--- src/rtl/mc_ctrl_pkg.sv ---
// mc_ctrl_pkg
//   Shared constants for the multi-cycle main control FSM: 4-bit state
//   encodings, opcode values, ALU-op and datapath mux-select codes, and the
//   packed control word produced by the state decoder.
//   Optional build macro consumed by the FSM: MC_MEM_WAIT_EN.
package mc_ctrl_pkg;

    localparam int OP_W_DEF    = 6;
    localparam int ALUOP_W_DEF = 2;

    // States (4-bit). Encodings 13..15 are unreachable and recover to IDLE.
    localparam logic [3:0] S_IDLE   = 4'd0;
    localparam logic [3:0] S_FETCH  = 4'd1;
    localparam logic [3:0] S_DECODE = 4'd2;
    localparam logic [3:0] S_MEMADR = 4'd3;
    localparam logic [3:0] S_MEMRD  = 4'd4;
    localparam logic [3:0] S_MEMWB  = 4'd5;
    localparam logic [3:0] S_MEMWR  = 4'd6;
    localparam logic [3:0] S_EXEC   = 4'd7;
    localparam logic [3:0] S_ALUWB  = 4'd8;
    localparam logic [3:0] S_BRANCH = 4'd9;
    localparam logic [3:0] S_ADDIEX = 4'd10;
    localparam logic [3:0] S_ADDIWB = 4'd11;
    localparam logic [3:0] S_JUMP   = 4'd12;

    localparam logic [5:0] OP_RTYPE = 6'b000000;
    localparam logic [5:0] OP_LW    = 6'b100011;
    localparam logic [5:0] OP_SW    = 6'b101011;
    localparam logic [5:0] OP_BEQ   = 6'b000100;
    localparam logic [5:0] OP_ADDI  = 6'b001000;
    localparam logic [5:0] OP_J     = 6'b000010;

    localparam logic [1:0] ALUOP_ADD   = 2'b00;
    localparam logic [1:0] ALUOP_SUB   = 2'b01;
    localparam logic [1:0] ALUOP_FUNCT = 2'b10;

    localparam logic [1:0] SRCB_B     = 2'b00;
    localparam logic [1:0] SRCB_FOUR  = 2'b01;
    localparam logic [1:0] SRCB_IMM   = 2'b10;
    localparam logic [1:0] SRCB_IMMSH = 2'b11;

    localparam logic [1:0] PCSRC_ALU    = 2'b00;
    localparam logic [1:0] PCSRC_ALUOUT = 2'b01;
    localparam logic [1:0] PCSRC_JUMP   = 2'b10;

    typedef struct packed {
        logic       iord;
        logic       alu_src_a;
        logic [1:0] alu_src_b;
        logic       mem_to_reg;
        logic       reg_dst;
        logic [1:0] pc_src;
        logic [1:0] alu_op;
        logic       ir_write;
        logic       mem_write;
        logic       reg_write;
        logic       pc_write;
        logic       branch;
    } ctrl_t;

    localparam ctrl_t CTRL_NONE = '0;

    function automatic logic is_known_op(input logic [5:0] op);
        return (op == OP_RTYPE) || (op == OP_LW) || (op == OP_SW) ||
               (op == OP_BEQ) || (op == OP_ADDI) || (op == OP_J);
    endfunction

endpackage

--- src/rtl/mc_ctrl_decode.sv ---
// mc_ctrl_decode
//   Pure combinational state -> control-word decoder (Moore outputs).
//   Ports:
//     state  in   4       current FSM state
//     ctrl   out  ctrl_t  raw control word (memory-wait qualification is
//                         applied by the FSM top, not here)
module mc_ctrl_decode
    import mc_ctrl_pkg::*;
(
    input  logic [3:0] state,
    output ctrl_t      ctrl
);

    always_comb begin
        ctrl = CTRL_NONE;
        case (state)
            S_FETCH: begin
                ctrl.ir_write  = 1'b1;
                ctrl.alu_src_b = SRCB_FOUR;
                ctrl.alu_op    = ALUOP_ADD;
                ctrl.pc_src    = PCSRC_ALU;
                ctrl.pc_write  = 1'b1;
            end
            S_DECODE: begin
                ctrl.alu_src_b = SRCB_IMMSH;
                ctrl.alu_op    = ALUOP_ADD;
            end
            S_MEMADR, S_ADDIEX: begin
                ctrl.alu_src_a = 1'b1;
                ctrl.alu_src_b = SRCB_IMM;
                ctrl.alu_op    = ALUOP_ADD;
            end
            S_MEMRD: begin
                ctrl.iord = 1'b1;
            end
            S_MEMWB: begin
                ctrl.mem_to_reg = 1'b1;
                ctrl.reg_write  = 1'b1;
            end
            S_MEMWR: begin
                ctrl.iord      = 1'b1;
                ctrl.mem_write = 1'b1;
            end
            S_EXEC: begin
                ctrl.alu_src_a = 1'b1;
                ctrl.alu_src_b = SRCB_B;
                ctrl.alu_op    = ALUOP_FUNCT;
            end
            S_ALUWB: begin
                ctrl.reg_dst   = 1'b1;
                ctrl.reg_write = 1'b1;
            end
            S_BRANCH: begin
                ctrl.alu_src_a = 1'b1;
                ctrl.alu_src_b = SRCB_B;
                ctrl.alu_op    = ALUOP_SUB;
                ctrl.pc_src    = PCSRC_ALUOUT;
                ctrl.branch    = 1'b1;
            end
            S_ADDIWB: begin
                ctrl.reg_write = 1'b1;
            end
            S_JUMP: begin
                ctrl.pc_src   = PCSRC_JUMP;
                ctrl.pc_write = 1'b1;
            end
            default: ctrl = CTRL_NONE;
        endcase
    end

endmodule

--- src/rtl/mc_control_fsm.sv ---
// mc_control_fsm
//   Multi-cycle main control FSM. Sequences each instruction through
//   fetch/decode/execute/memory/writeback and drives the datapath mux
//   selects and write enables.
//   Build macro: MC_MEM_WAIT_EN -- FETCH/MEMRD/MEMWR stall until mem_ready,
//   with pc_write/ir_write/mem_write asserted only in the completing cycle.
//   Ports:
//     clk, rst_n                 clock, async active-low reset
//     opcode[OP_W]               instr[31:26], sampled in DECODE/MEMADR only
//     zero                       ALU zero flag (BRANCH)
//     mem_ready                  memory done (MC_MEM_WAIT_EN builds only)
//     iord, alu_src_a, alu_src_b, mem_to_reg, reg_dst, pc_src, alu_op
//                                datapath selects
//     ir_write, mem_write, reg_write, pc_en   write enables
//     illegal_op                 asserted while in DECODE with unknown opcode
//
//   state  | meaning
//   IDLE   | after reset, all outputs 0
//   FETCH  | IR <= mem[PC], PC <= PC+4
//   DECODE | register read, branch target into ALUOut, opcode dispatch
//   MEMADR | load/store address = A + sign-ext imm
//   MEMRD  | memory read at ALUOut
//   MEMWB  | rt <= MDR
//   MEMWR  | memory write at ALUOut
//   EXEC   | R-type ALU operation
//   ALUWB  | rd <= ALUOut
//   BRANCH | compare A-B, PC <= ALUOut when zero
//   ADDIEX | A + sign-ext imm
//   ADDIWB | rt <= ALUOut
//   JUMP   | PC <= jump target
module mc_control_fsm
    import mc_ctrl_pkg::*;
#(
    parameter int OP_W    = OP_W_DEF,
    parameter int ALUOP_W = ALUOP_W_DEF
) (
    input  logic               clk,
    input  logic               rst_n,
    input  logic [OP_W-1:0]    opcode,
    input  logic               zero,
    input  logic               mem_ready,
    output logic               iord,
    output logic               alu_src_a,
    output logic [1:0]         alu_src_b,
    output logic               mem_to_reg,
    output logic               reg_dst,
    output logic [1:0]         pc_src,
    output logic [ALUOP_W-1:0] alu_op,
    output logic               ir_write,
    output logic               mem_write,
    output logic               reg_write,
    output logic               pc_en,
    output logic               illegal_op
);

    logic [3:0] state;
    logic [3:0] state_nxt;
    ctrl_t      ctrl;
    logic       mem_done;
    logic       mem_state;
    logic       wr_ok;

`ifdef MC_MEM_WAIT_EN
    assign mem_done = mem_ready;
`else
    logic unused_mem_ready;
    assign unused_mem_ready = mem_ready;
    assign mem_done         = 1'b1;
`endif

    mc_ctrl_decode u_decode (
        .state (state),
        .ctrl  (ctrl)
    );

    always_comb begin
        state_nxt = S_IDLE;
        case (state)
            S_IDLE:   state_nxt = S_FETCH;
            S_FETCH:  state_nxt = mem_done ? S_DECODE : S_FETCH;
            S_DECODE: begin
                case (opcode)
                    OP_RTYPE:     state_nxt = S_EXEC;
                    OP_LW, OP_SW: state_nxt = S_MEMADR;
                    OP_BEQ:       state_nxt = S_BRANCH;
                    OP_ADDI:      state_nxt = S_ADDIEX;
                    OP_J:         state_nxt = S_JUMP;
                    default:      state_nxt = S_FETCH;
                endcase
            end
            // IR is stable here, so anything other than LW is the store.
            S_MEMADR: state_nxt = (opcode == OP_LW) ? S_MEMRD : S_MEMWR;
            S_MEMRD:  state_nxt = mem_done ? S_MEMWB : S_MEMRD;
            S_MEMWB:  state_nxt = S_FETCH;
            S_MEMWR:  state_nxt = mem_done ? S_FETCH : S_MEMWR;
            S_EXEC:   state_nxt = S_ALUWB;
            S_ALUWB:  state_nxt = S_FETCH;
            S_BRANCH: state_nxt = S_FETCH;
            S_ADDIEX: state_nxt = S_ADDIWB;
            S_ADDIWB: state_nxt = S_FETCH;
            S_JUMP:   state_nxt = S_FETCH;
            default:  state_nxt = S_IDLE;
        endcase
    end

    always_ff @(posedge clk or negedge rst_n) begin
        if (!rst_n) state <= S_IDLE;
        else        state <= state_nxt;
    end

    // Stalled memory states keep their selects but hold back the writes
    // until the access completes.
    assign mem_state = (state == S_FETCH) || (state == S_MEMRD) || (state == S_MEMWR);
    assign wr_ok     = !mem_state || mem_done;

    assign iord       = ctrl.iord;
    assign alu_src_a  = ctrl.alu_src_a;
    assign alu_src_b  = ctrl.alu_src_b;
    assign mem_to_reg = ctrl.mem_to_reg;
    assign reg_dst    = ctrl.reg_dst;
    assign pc_src     = ctrl.pc_src;
    assign alu_op     = ctrl.alu_op;
    assign ir_write   = ctrl.ir_write & wr_ok;
    assign mem_write  = ctrl.mem_write & wr_ok;
    assign reg_write  = ctrl.reg_write;
    assign pc_en      = (ctrl.pc_write & wr_ok) | (ctrl.branch & zero);
    assign illegal_op = (state == S_DECODE) && !is_known_op(opcode);

endmodule

--- config.mk ---
export PLATFORM = sky130hd
export DESIGN_NAME = mc_control_fsm
export DESIGN_NICKNAME = d
export VERILOG_FILES = /design/src/rtl/mc_ctrl_pkg.sv /design/src/rtl/mc_ctrl_decode.sv /design/src/rtl/mc_control_fsm.sv
export SDC_FILE = /design/constraint.sdc
export NUM_CORES = 1
export LEC_CHECK = 0
export CAP_MARGIN = 20
export CORE_AREA = 2 2 39 41
export CTS_CLUSTER_SIZE = 10
export DETAILED_ROUTE_END_ITERATION = 8
export DIE_AREA = 0 0 41 43
export PLACE_DENSITY_LB_ADDON = 0.2
export SKIP_CTS_REPAIR_TIMING = 1
export SLEW_MARGIN = 20
export SYNTH_ARGS = -nofsm -noshare
export SYNTH_HDL_FRONTEND = slang
export SYNTH_SLANG_ARGS = --single-unit
--- constraint.sdc ---
create_clock -name clk -period 1.7 [get_ports clk]
set_input_delay 0.17 -clock clk [delete_from_list [all_inputs] [get_ports clk]]
set_output_delay 0.17 -clock clk [all_outputs]
set_load 0.02 [all_outputs]
# Yosys cells after proc, flatten, opt, wreduce, memory -nomap -nowiden
# Cells that the tools add are included.
# word_totals
latchBits	0
regBits	4
out_inout_bits	15
mem_bits_ro	0
n_memories	0
mem_bits_rw	0
elab_cells	51
input_bits	10
# op_classes
shift	0
eq_ne	17
order_cmp	0
n_reduce_logical	16
div	0
n_mul	0
bitwise	2
n_mux	15
n_addsub	0
# op_table
op	n
$pmux 4 s7	1
$eq 4x4->1 const B	5
$pmux 4 s5	1
$eq 4x3->1 const B	4
$eq 6x6->1 const B	2
$mux 1	9
$eq 4x2->1 const B	2
$pmux 2 s2	2
$reduce_or 2->1	4
$reduce_or 7->1	1
$eq 6x2->1 const B	1
$eq 6x3->1 const B	1
$eq 6x4->1 const B	1
$logic_not 6->1	1
$pmux 2 s3	1
$logic_or 1x1->1	5
$eq 4x1->1 const B	1
$logic_not 4->1	1
$reduce_or 4->1	1
$reduce_or 3->1	1
$mux 2	1
$and 1x1->1	1
$logic_and 1x1->1	1
$logic_not 1->1	1
$or 1x1->1	1

# Longest topological paths before layout
# Gate-level depths: netlist of the first run.
# logic_depth
word_depth	8
depth_mapped	4
mapped_depth_nobuf	3

# By module
# Synthesis of the first run repeated with hierarchy kept, for this count alone.
# hier_totals
hier_cells	68
area_unflattened_um2	474.2
# by_module_without_submodules
module	seq_area_each_um2	cells_per_inst	instances	area_per_inst_um2
mc_control_fsm	100.1	39	1	309.0
mc_ctrl_decode	0.0	29	1	165.2

# Least setup slack after synthesis of the first run
# No wires, ideal clock.
# synth_path
path_type	reg2out
startpoint	register state[1]
endpoint	output port alu_src_b[1]
path_buffers	1
required_ps	1530
arrival_time_ps	1247
slack_ps	283
path_stages_with_launch	4
cell_sequence	dfrtp_1 -> buf_2 -> nor2b_1 -> a21boi_0
# synth_via
elab_chain_cells	3
word_cells_on_any_way	6
classes_between	eq/ne: 4; mux: 1; reduce/logical: 1
# synth_rtl
element	line_no	source
from (decl)	mc_control_fsm.sv:56	logic [3:0] state;
from (signal assigned)	mc_control_fsm.sv:108	else state <= state_nxt;
$eq 4x2->1 / $eq 4x4->1 (equally long branches)	mc_ctrl_decode.sv:16	case (state)
$reduce_or 2->1	--	
$pmux 2 s3 (*)	mc_ctrl_decode.sv:16	
to (decl)	mc_control_fsm.sv:44	output logic [1:0] alu_src_b,
# Mark *: on every way between the ends. The rest lies on a longest branch, timed or not.

# Worst setup path after layout of the first run
# layout_path
startpoint	register state[2]
endpoint	output port reg_write
# layout_via
elab_chain_cells	3
word_cells_on_any_way	5
classes_between	eq/ne: 3; mux: 1; reduce/logical: 1
# layout_rtl
element	line_no	source
$eq 4x4->1 / $eq 4x3->1 (equally long branches)	mc_ctrl_decode.sv:16	
$reduce_or 3->1 (no line) (*)	--	
$mux 1 (*)	mc_ctrl_decode.sv:16	
to (decl)	mc_control_fsm.sv:51	output logic reg_write,
# Marked as above.

==> metrics, run 1 <==
status=completed; Psw=651 uW; initial antenna violation count=0; worst slew pin tran=0.348 ns; kind of critical path=register to output pin; reg-to-reg startpoint=state[0]; Die Ht=43 um; row cnt=14; Internal=838 uW; post-route ant nets=0; die area=1760 um^2; clock share of power=0.085; overall die width=41 um; Cell Chain, Critical Path=nand2b_2 -> mux2i_1 -> o2bb2ai_1 -> dlymetal6s2s_1; DR pass1 iterations=4; Worst R2R Setup Slack=0.35 ns; TritonCTS clock tree=yes; RR Endpoint=state[3]; sequential fraction of the synthesis area=0.210; Post-synth EDFFs=0; top cells by area in the synthesized netlist=dfrtp_1 21%, nand2b_1 7.9%, nor3_1 6.3%; Final Max Tran Viols=0; Comb pwr share=0.790; placer congestion estimate=0.779; most frequent cell after synthesis=nor2_1; routed len/inst=12.6 um; n_diodes=0; global route total overflow=0; max_slew headroom=0.765; CTS H-tree lvls=1; Yosys reg bits=4; endpoint required time on the critical path=1.53 ns; post-synthesis cell count=64; Hold Crit Class=primary input to async pin; reg2reg path depth=4; Layout Nets=124; Initial Utilization=0.344; DRC viols=0; crit path max fanout=6; global-route wire length before repair=2410 um; slowest library cell on the worst path=dfrtp_1; leading registers by flop count=state x4; cell taking the most area after synthesis=dfrtp_1; placement-stage worst setup slack=-0.166 ns; Crit. End Element=output pin; Hold Vio Cnt, Final=0; max-cap violations=0; vias=663; I/O pin cnt=25; share of cells above drive strength 1=0.295; Tmin final=1.64 ns; HPWL Detailed=1230 um; drt first-iter violations=10; CTS max path bufs=2; Top FF cell, synth=dfrtp_1; Leak=0.652 nW; fmax=0.611 GHz; Global Route Usage Sum=0.204; asr flop ratio synth=1.00; Mapped Nets=74; Num CTS Buffers=3; Core ar.=1380 um^2; RSZ-0062 raised after global routing=no; Post-Route WL=1620 um; flip-flop count of the largest register after layout=4; CP bufs+invs=1; Avg Vias per Cell=5.18; Tcrit/Tclk final=0.963; Crit path largest cell delay=0.38 ns; critical path startpoint category=register; worst skew pair latency=0.25 ns; yosys warns=0; Netlist cell types=33; final worst slack=0.0622 ns; area grow syn2layout=103%; sequential share of power=0.126; worst path arrival time=1.47 ns; Top reg by flops=state; clock sink count=4; vias in the first global route=558; Mean Syn Cell Area=7.45 um^2; switch share=0.437; maximum vdd drop=0.000628 V; Fin Setup TNS=0 ns; crit-path leading delay family=flip-flops; top cells by count, synth=7 x nor2_1, 6 x nand2b_1, 6 x nor3_1, 4 x dfrtp_1; area share of the largest cell type after synthesis=0.210; IO buf count=23; Clock transition at path regs=0.05 ns; Setup Viol. Count Final=0; clock skew=0.0117 ns; Clock Root Buffer=clkbuf_4; cell area power density=1540 nW/um^2; Mapped Area=477 um^2; pin count of the biggest net entering global routing=12
-- layer usage --
layer	track usage	vias up	routed length, um
met3	0.0157	4	69
li1	-	335	-
met4	0.140	0	19
met5	0	-	0
met2	0.338	22	891
met1	0.231	302	638
-- final cells by class --
cell class	instances	area, um^2
tap	16	20.0
inverter	2	7.51
sequential	4	100
fill	116	415
clock buffer	3	22.5
timing repair buffer	50	470
multi-input combinational	53	348
-- power groups by stage --
stage / clock network, mW / registers, mW / logic (mW)
3_5_place_dp: 0 / 0.186 / 1.19
6_report: 0.126 / 0.187 / 1.18
3_3_place_gp: 0 / 0.184 / 1.17
2_1_floorplan: 0 / 0.165 / 0.595
5_1_grt: 0.132 / 0.196 / 1.26
4_1_cts: 0.133 / 0.185 / 1.19
-- logic make-up (layout without fill, tap and decap cells) --
| family | after synthesis | count (layout) | share of synthesized area |
|---|---|---|---|
| compound gates | 18 | 18 | 0.286 |
| xor+xnor | 2 | 2 | 0.0368 |
| buf+inv | 7 | 55 | 0.0709 |
| flops | 4 | 4 | 0.210 |
| mux | 2 | 2 | 0.0420 |
| simple gates | 31 | 31 | 0.354 |
-- worst reg2reg max path, cell delays in order (launching register included) --
cell and delay (ns):
dfrtp_1 0.41, nand2b_1 0.22, buf_4 0.17, or3_1 0.35, o2bb2ai_2 0.13
-- placed cells by master, fill, tap and decap left out, drive strengths merged, types with 2 or more instances in the layout --
master         instances
buf                   27
dlymetal6s2s          15
clkdlybuf4s50          8
nor2                   7
nor3                   6
nand2b                 6
dfrtp                  4
o21ai                  3
clkbuf                 3
o211ai                 2
inv                    2
nand3                  2
nor3b                  2
or3                    2
a21o                   2
mux2i                  2
a21oi                  2
o2bb2ai                2
-- worst max-delay path by stage --
stage / end / cells past startpoint / slack, ns / startpoint
finish: reg_write / 4 / 0.06 / state[2]
global route: reg_write / 4 / 0.003 / state[2]
CTS: reg_write / 4 / -0.33 / state[2]
detailed placement: illegal_op / 5 / -0.17 / opcode[2]
global placement: illegal_op / 5 / -0.15 / opcode[2]
floorplan: alu_src_b[1] / 3 / 0.28 / state[1]
-- through the flow --
step / power [mW] / utilization / instances / hold WS [ns] / area, um^2
finish: 1.49 / 0.700 / 128 / 0.133 / 968
global route: 1.58 / 0.700 / 128 / 0.133 / 968
CTS: 1.51 / 0.669 / 128 / 0.126 / 926
detailed placement: 1.37 / 0.653 / 125 / 0.395 / 903
global placement: 1.36 / 0.653 / 125 / 0.374 / 903
floorplan: 0.760 / - / 64 / -0.126 / 477
Note: power is estimated with default switching activity, not from simulation.
==> inputs of run 2 (changes only) <==
HOLD_SLACK_MARGIN = 0.06   (was default)
==> results of run 2 <==
No change in the layout: final DEF, timing and power equal those of run 1.
